## src/rtl/control_pkg.sv

```systemverilog
// control_pkg: shared encodings for the multicycle ARM main control unit.
//   - FSM state encodings S_INIT..S_BRANCH (4-bit, also the debug State value)
//   - ALUSrcB, ResultSrc, ALU command and Op field codes
package control_pkg;

   // FSM state encodings (legacy-compatible constants)
   localparam logic [3:0] S_INIT   = 4'd0;
   localparam logic [3:0] S_FETCH  = 4'd1;
   localparam logic [3:0] S_DECODE = 4'd2;
   localparam logic [3:0] S_MEMADR = 4'd3;
   localparam logic [3:0] S_MEMRD  = 4'd4;
   localparam logic [3:0] S_MEMWB  = 4'd5;
   localparam logic [3:0] S_MEMWR  = 4'd6;
   localparam logic [3:0] S_EXECR  = 4'd7;
   localparam logic [3:0] S_EXECI  = 4'd8;
   localparam logic [3:0] S_ALUWB  = 4'd9;
   localparam logic [3:0] S_BRANCH = 4'd10;

   // ALU operand B select
   localparam logic [1:0] SRCB_REG = 2'b00;
   localparam logic [1:0] SRCB_IMM = 2'b01;
   localparam logic [1:0] SRCB_4   = 2'b10;

   // Register-file write-data / PC source select
   localparam logic [1:0] RES_ALUOUT = 2'b00;
   localparam logic [1:0] RES_DATA   = 2'b01;
   localparam logic [1:0] RES_ALU    = 2'b10;

   // ALUControl codes
   localparam logic [1:0] ALU_ADD = 2'b00;
   localparam logic [1:0] ALU_SUB = 2'b01;
   localparam logic [1:0] ALU_AND = 2'b10;
   localparam logic [1:0] ALU_ORR = 2'b11;

   // Instr[27:26]
   localparam logic [1:0] OP_DP  = 2'b00;
   localparam logic [1:0] OP_MEM = 2'b01;
   localparam logic [1:0] OP_BR  = 2'b10;

   // Data-processing cmd field, Instr[24:21]
   localparam logic [3:0] CMD_ADD = 4'b0100;
   localparam logic [3:0] CMD_SUB = 4'b0010;
   localparam logic [3:0] CMD_AND = 4'b0000;
   localparam logic [3:0] CMD_ORR = 4'b1100;

endpackage

```

## src/rtl/alu_decoder.sv

```systemverilog
// alu_decoder: combinational ALU control decode for data-processing execute.
//   Funct[4:0]  in  : cmd[3:0] (Funct[4:1]) and S bit (Funct[0])
//   ALUOp       in  : 1 in EXECR/EXECI, enables the decode
//   ALUControl  out : ADD/SUB/AND/ORR; ADD when ALUOp is 0 or cmd unsupported
//   FlagW       out : raw flag-update enable (S bit), 0 when ALUOp is 0
module alu_decoder
   import control_pkg::*;
(
   input  logic [4:0] Funct,
   input  logic       ALUOp,
   output logic [1:0] ALUControl,
   output logic       FlagW
);

   always_comb begin
      ALUControl = ALU_ADD;
      FlagW      = 1'b0;
      if (ALUOp) begin
         case (Funct[4:1])
            CMD_ADD: ALUControl = ALU_ADD;
            CMD_SUB: ALUControl = ALU_SUB;
            CMD_AND: ALUControl = ALU_AND;
            CMD_ORR: ALUControl = ALU_ORR;
            default: ALUControl = ALU_ADD;
         endcase
         FlagW = Funct[0];
      end
   end

endmodule

```

## src/rtl/multicycle_control_fsm.sv

```systemverilog
// multicycle_control_fsm: Moore main control FSM for the multicycle ARM datapath.
//   CLK, RESET        : clock (rising edge), async active-high reset
//   Op, Funct, Rd     : Instr[27:26], Instr[25:20], Instr[15:12]; sampled from DECODE on
//   PCS, RegW, MemW,
//   FlagW             : raw write enables, qualified downstream by CondEx
//   NextPC, IRWrite   : fetch-cycle PC increment and instruction-register load
//   AdrSrc, ALUSrcA,
//   ALUSrcB, ResultSrc: datapath mux selects
//   ALUControl        : ALU operation
//   State             : current state, for debug
module multicycle_control_fsm
   import control_pkg::*;
#(
   parameter int unsigned STATE_W = 4
) (
   input  logic               CLK,
   input  logic               RESET,
   input  logic [1:0]         Op,
   input  logic [5:0]         Funct,
   input  logic [3:0]         Rd,
   output logic               PCS,
   output logic               RegW,
   output logic               MemW,
   output logic               FlagW,
   output logic               NextPC,
   output logic               IRWrite,
   output logic               AdrSrc,
   output logic               ALUSrcA,
   output logic [1:0]         ALUSrcB,
   output logic [1:0]         ResultSrc,
   output logic [1:0]         ALUControl,
   output logic [STATE_W-1:0] State
);

   logic [3:0] state;
   logic [3:0] state_nxt;
   logic       alu_op;

   // Reset forces INIT immediately, so every enable drops mid-cycle.
   always_ff @(posedge CLK or posedge RESET) begin
      if (RESET) state <= S_INIT;
      else       state <= state_nxt;
   end

   always_comb begin
      state_nxt = S_INIT;
      case (state)
         S_INIT:   state_nxt = S_FETCH;
         S_FETCH:  state_nxt = S_DECODE;
         S_DECODE: begin
            case (Op)
               OP_MEM:  state_nxt = S_MEMADR;
               OP_DP:   state_nxt = Funct[5] ? S_EXECI : S_EXECR;
               OP_BR:   state_nxt = S_BRANCH;
               default: state_nxt = S_FETCH;   // undefined: drop it, no writes
            endcase
         end
         S_MEMADR: state_nxt = Funct[0] ? S_MEMRD : S_MEMWR;
         S_MEMRD:  state_nxt = S_MEMWB;
         S_MEMWB:  state_nxt = S_FETCH;
         S_MEMWR:  state_nxt = S_FETCH;
         S_EXECR:  state_nxt = S_ALUWB;
         S_EXECI:  state_nxt = S_ALUWB;
         S_ALUWB:  state_nxt = S_FETCH;
         S_BRANCH: state_nxt = S_FETCH;
         default:  state_nxt = S_INIT;
      endcase
   end

   assign alu_op = (state == S_EXECR) || (state == S_EXECI);

   // ALUControl is ADD outside execute, which also covers FETCH/DECODE/MEMADR/BRANCH.
   alu_decoder u_alu_decoder (
      .Funct      (Funct[4:0]),
      .ALUOp      (alu_op),
      .ALUControl (ALUControl),
      .FlagW      (FlagW)
   );

   always_comb begin
      RegW      = 1'b0;
      MemW      = 1'b0;
      NextPC    = 1'b0;
      IRWrite   = 1'b0;
      AdrSrc    = 1'b0;
      ALUSrcA   = 1'b0;
      ALUSrcB   = SRCB_REG;
      ResultSrc = RES_ALUOUT;
      case (state)
         S_FETCH: begin
            ALUSrcA   = 1'b1;
            ALUSrcB   = SRCB_4;
            ResultSrc = RES_ALU;
            IRWrite   = 1'b1;
            NextPC    = 1'b1;
         end
         S_DECODE: begin
            ALUSrcA   = 1'b1;
            ALUSrcB   = SRCB_4;
            ResultSrc = RES_ALU;
         end
         S_MEMADR: ALUSrcB = SRCB_IMM;
         S_MEMRD:  AdrSrc  = 1'b1;
         S_MEMWB: begin
            ResultSrc = RES_DATA;
            RegW      = 1'b1;
         end
         S_MEMWR: begin
            AdrSrc = 1'b1;
            MemW   = 1'b1;
         end
         S_EXECR:  ALUSrcB = SRCB_REG;
         S_EXECI:  ALUSrcB = SRCB_IMM;
         S_ALUWB:  RegW    = 1'b1;
         S_BRANCH: begin
            ALUSrcB   = SRCB_IMM;
            ResultSrc = RES_ALU;
         end
         default: ;
      endcase
   end

   assign PCS   = (RegW && (Rd == 4'd15)) || (state == S_BRANCH);
   assign State = STATE_W'(state);

endmodule

```

## config.mk

```make
export PLATFORM = sky130hd
export DESIGN_NAME = multicycle_control_fsm
export DESIGN_NICKNAME = d
export VERILOG_FILES = /design/src/rtl/control_pkg.sv /design/src/rtl/alu_decoder.sv /design/src/rtl/multicycle_control_fsm.sv
export SDC_FILE = /design/constraint.sdc
export NUM_CORES = 1
export LEC_CHECK = 0
export BUFFER_PORTS_ARGS = -buffer_cell sky130_fd_sc_hd__buf_2
export CORE_AREA = 4 4 41 43
export DETAILED_ROUTE_END_ITERATION = 10
export DIE_AREA = 0 0 45 47
export GPL_ROUTABILITY_DRIVEN = 0
export HOLD_SLACK_MARGIN = 0.06
export PLACE_DENSITY = 0.67
export SLEW_MARGIN = 40
export SYNTH_ARGS = -nofsm -noshare
export SYNTH_HDL_FRONTEND = slang
export SYNTH_SLANG_ARGS = --single-unit
```

## constraint.sdc

```tcl
create_clock -name CLK -period 2.2 [get_ports CLK]
set_input_delay 0.33 -clock CLK [delete_from_list [all_inputs] [get_ports CLK]]
set_output_delay 0.33 -clock CLK [all_outputs]
set_load 0.02 [all_outputs]
```

==> results.txt <==
- In this run the critical register-to-register path is launched from State[3].
* Unrepaired setup endpoints after global routing: no
- Dominant register cell in the synthesized netlist: dfrtp_1
- After floorplanning, the core was divided into 13 placement rows.
- Detailed-route via count: 480
- For this design, the sink count on the clock tree is 4.
- Portion of total power attributed to sequential cells: 22.7%
* Net total in the final layout: 97
- In the synthesized netlist, the number of instances is 51.
* Clk buf depth: 2
* Antenna diode count: 0
* Final critical path time including I/O delays and setup: 1.966 ns
- Achievable clock frequency: 508.6 MHz
* R2r setup slk: 0.94 ns
- Hold Buf Count CTS: 1
- Slew of the pin with the lowest slew margin: 0.3965 ns
* Path type of the worst min-delay path: primary input to flip-flop
- Of all nets on the critical path, the largest fanout is 11.
- Worst-skew pair later-pin latency: 0.24 ns
- The clock arrives with 0.002697 ns of skew.
* Net switching power: 0.4793 mW
* Worst VDD drop: 486.7 uV
- Total Die Area: 2115 um^2
* Net count after synthesis: 65
- The total overflow left after global routing is 0.
- Flip-flop count of the largest register, all copies and words added: 4
* Part of the total power dissipated in the clock network: 10.3%
- Core box area: 1301 um^2
- The first detailed-routing pass ran for 2 iterations.
- Vias per std cell: 5.000
- Number of flops mapped to enable cells by yosys: 0
- After detailed routing, the average wire length per cell comes to 11.71 um.
* Largest net degree at the start of global routing: 13
- Clock tree from TritonCTS: yes
- In the routed design, unresolved DRC markers number 0.
- The endpoint identified for the worst register-to-register timing path is State[0].
- Leakage power: 0.3195 nW
* Setup violators final: 0
- Once the floorplan was initialized, standard cells occupied 33.56% of the core.
- Counting distinct cell types in the post-synthesis netlist gives 30.
* Hold Fails Final Rpt: 0
- The number of slew-limit violations in the final report was 0.
* Gr usage total: 11.41%
- The count of nets left with antenna violations once routing finished came out at 0.
- Via count of the first global-routing pass: 414
- Die Y-Extent: 47 um
* Number of primary I/O pins: 32
* Number of clock buffers inserted by TritonCTS: 3
- Syn avg cell area: 8.562 um^2
- Quantity of I/O buffers inserted on ports: 31
* Endpoint class of the critical path: output port
- Worst Setup EP: ALUControl[1]
* Proportion of total power due to net switching: 53.40%
* Resized Gates After CTS: 0
* Type of the setup path with the least slack: flip-flop to output port
- Max Cap Viol: 0
- Width of the die: 45 um
- Status: completed
- Data on the critical path is required at its endpoint by 1.87 ns.
* Clock transition at the registers of the reported paths: 0.04 ns
- Part of the total power dissipated in combinational logic: 67.0%
* Crit path launch: State[2]
- In this run the power density over the cells is 1476 nW/um^2.
- Sequential fraction of the synthesis area: 22.92%
* Power Internal: 0.4182 mW
- Cell area after synthesis: 436.7 um^2
* Final Cycle Share: 89.38%
- Antenna violations before repair: 0
- FFs w/ async S/R, synth: 100.0%
- Measured against its own limit, the worst slew margin works out to 73.57%.
- Total power for the finished layout comes to 0.8975 mW.
- Clock root cell: clkbuf_4
- Relative to the synthesized area, the layout overhead comes to 39.25%.
- The number of cells on the worst reg-to-reg path is 3.
* Starting DRC count in detailed routing: 5
- Critical Path Start Type: flip-flop
* Fraction of layout cells with a size suffix above 1: 51.85%
- Detailed Route WL: 1124 um
- Post-CTS Setup Repair Bufs: 0
- Number of flip-flops and latches in the synthesized netlist: 4
- CTS built an H-tree with a depth of 1.
* First-pass GRT wire length: 1731 um
- Yosys warning total: 0
* Total negative slack: 0 ns
- Measured on the finished design, the core utilization comes to 46.73%.
- Arr. time, crit path: 1.64 ns
kinds of logic after synthesis:
logic type / share of synthesized area (%)
compound gates: 21.49
xor+xnor: 2.006
buf+inv: 8.881
flops: 22.92
mux: 2.579
simple gates: 42.13
layer usage:
layer  GRT usage, %  vias up  wire, um
met5              0        -         0
met3          5.747        0       120
li1               -      245         -
met4          3.509        0         0
met1          13.76      211       444
met2          17.80       24       559
cell usage in the layout, fill, tap and decap left out:
master / instances
dfrtp_1: 4
or3b_2: 1
a21oi_1: 2
a21o_1: 1
inv_1: 1
and3_2: 1
nand2_1: 2
mux2_2: 1
clkbuf_4: 3
nor4_4: 1
and4_1: 1
o21ai_0: 4
and2b_2: 1
xor2_1: 1
nor4_1: 1
a31oi_1: 1
nand2b_1: 3
a211oi_1: 1
nor3_1: 3
nor2_1: 6
o21a_1: 1
and3b_1: 1
a2bb2o_1: 1
buf_2: 31
nor4b_1: 1
dlygate4sd3_1: 1
o22a_4: 1
nand2b_4: 2
or2_1: 1
a21boi_0: 1
nor3b_1: 1
worst min-delay path by stage:
stage              from       end  slack, ns  cells past startpoint
2_1_floorplan     RESET  State[0]        0.1                      1
3_3_place_gp      RESET  State[0]       0.21                      2
3_5_place_dp      RESET  State[0]       0.21                      2
4_1_cts        Funct[0]  State[1]       0.42                      3
5_1_grt        Funct[0]  State[1]       0.44                      3
6_report       Funct[0]  State[1]       0.43                      3
worst max-delay path, cell delays in order (launching register included):
cell and delay [ns]:
dfrtp_1 0.51, nand2b_4 0.22, o22a_4 0.28, nor4_4 0.20, buf_2 0.20
stage by stage:
step           hold WS [ns]  setup slack, ns  instance area [um^2]  instances
2_1_floorplan       0.09608           0.1492                 436.7         51
4_1_cts              0.4226           0.2176                 608.1         96
6_report             0.4302           0.2336                 608.1         96
3_3_place_gp         0.2114           0.5006                 575.6         92
3_5_place_dp         0.2143           0.4828                 575.6         92
5_1_grt              0.4364           0.1360                 608.1         96
synthesized netlist by cell type (2+ instances only):
library cell | instances | area, um^2
nand2b_4 | 2 | 27.53
nand2b_1 | 3 | 18.77
buf_4 | 4 | 30.03
a21oi_1 | 2 | 10.01
nor2_1 | 6 | 22.52
nand2_1 | 2 | 7.510
nor3_1 | 3 | 15.01
o21ai_0 | 4 | 20.02
dfrtp_1 | 4 | 100.1
layout make-up:
type	count	area (um^2)
multi-input combinational	41	297.8
sequential	4	100.1
inverter	1	3.754
clock buffer	3	22.52
timing repair buffer	32	165.2
fill	142	693.2
tap	15	18.77
power groups by stage:
stage / clock network (mW) / registers, mW / logic (mW)
after CTS: 0.0996 / 0.204 / 0.610
after global routing: 0.102 / 0.223 / 0.647
after floorplan: 0 / 0.179 / 0.501
final: 0.0921 / 0.204 / 0.601
after detailed placement: 0 / 0.206 / 0.607
after global placement: 0 / 0.206 / 0.601
Power figures use the tool's default switching activity.
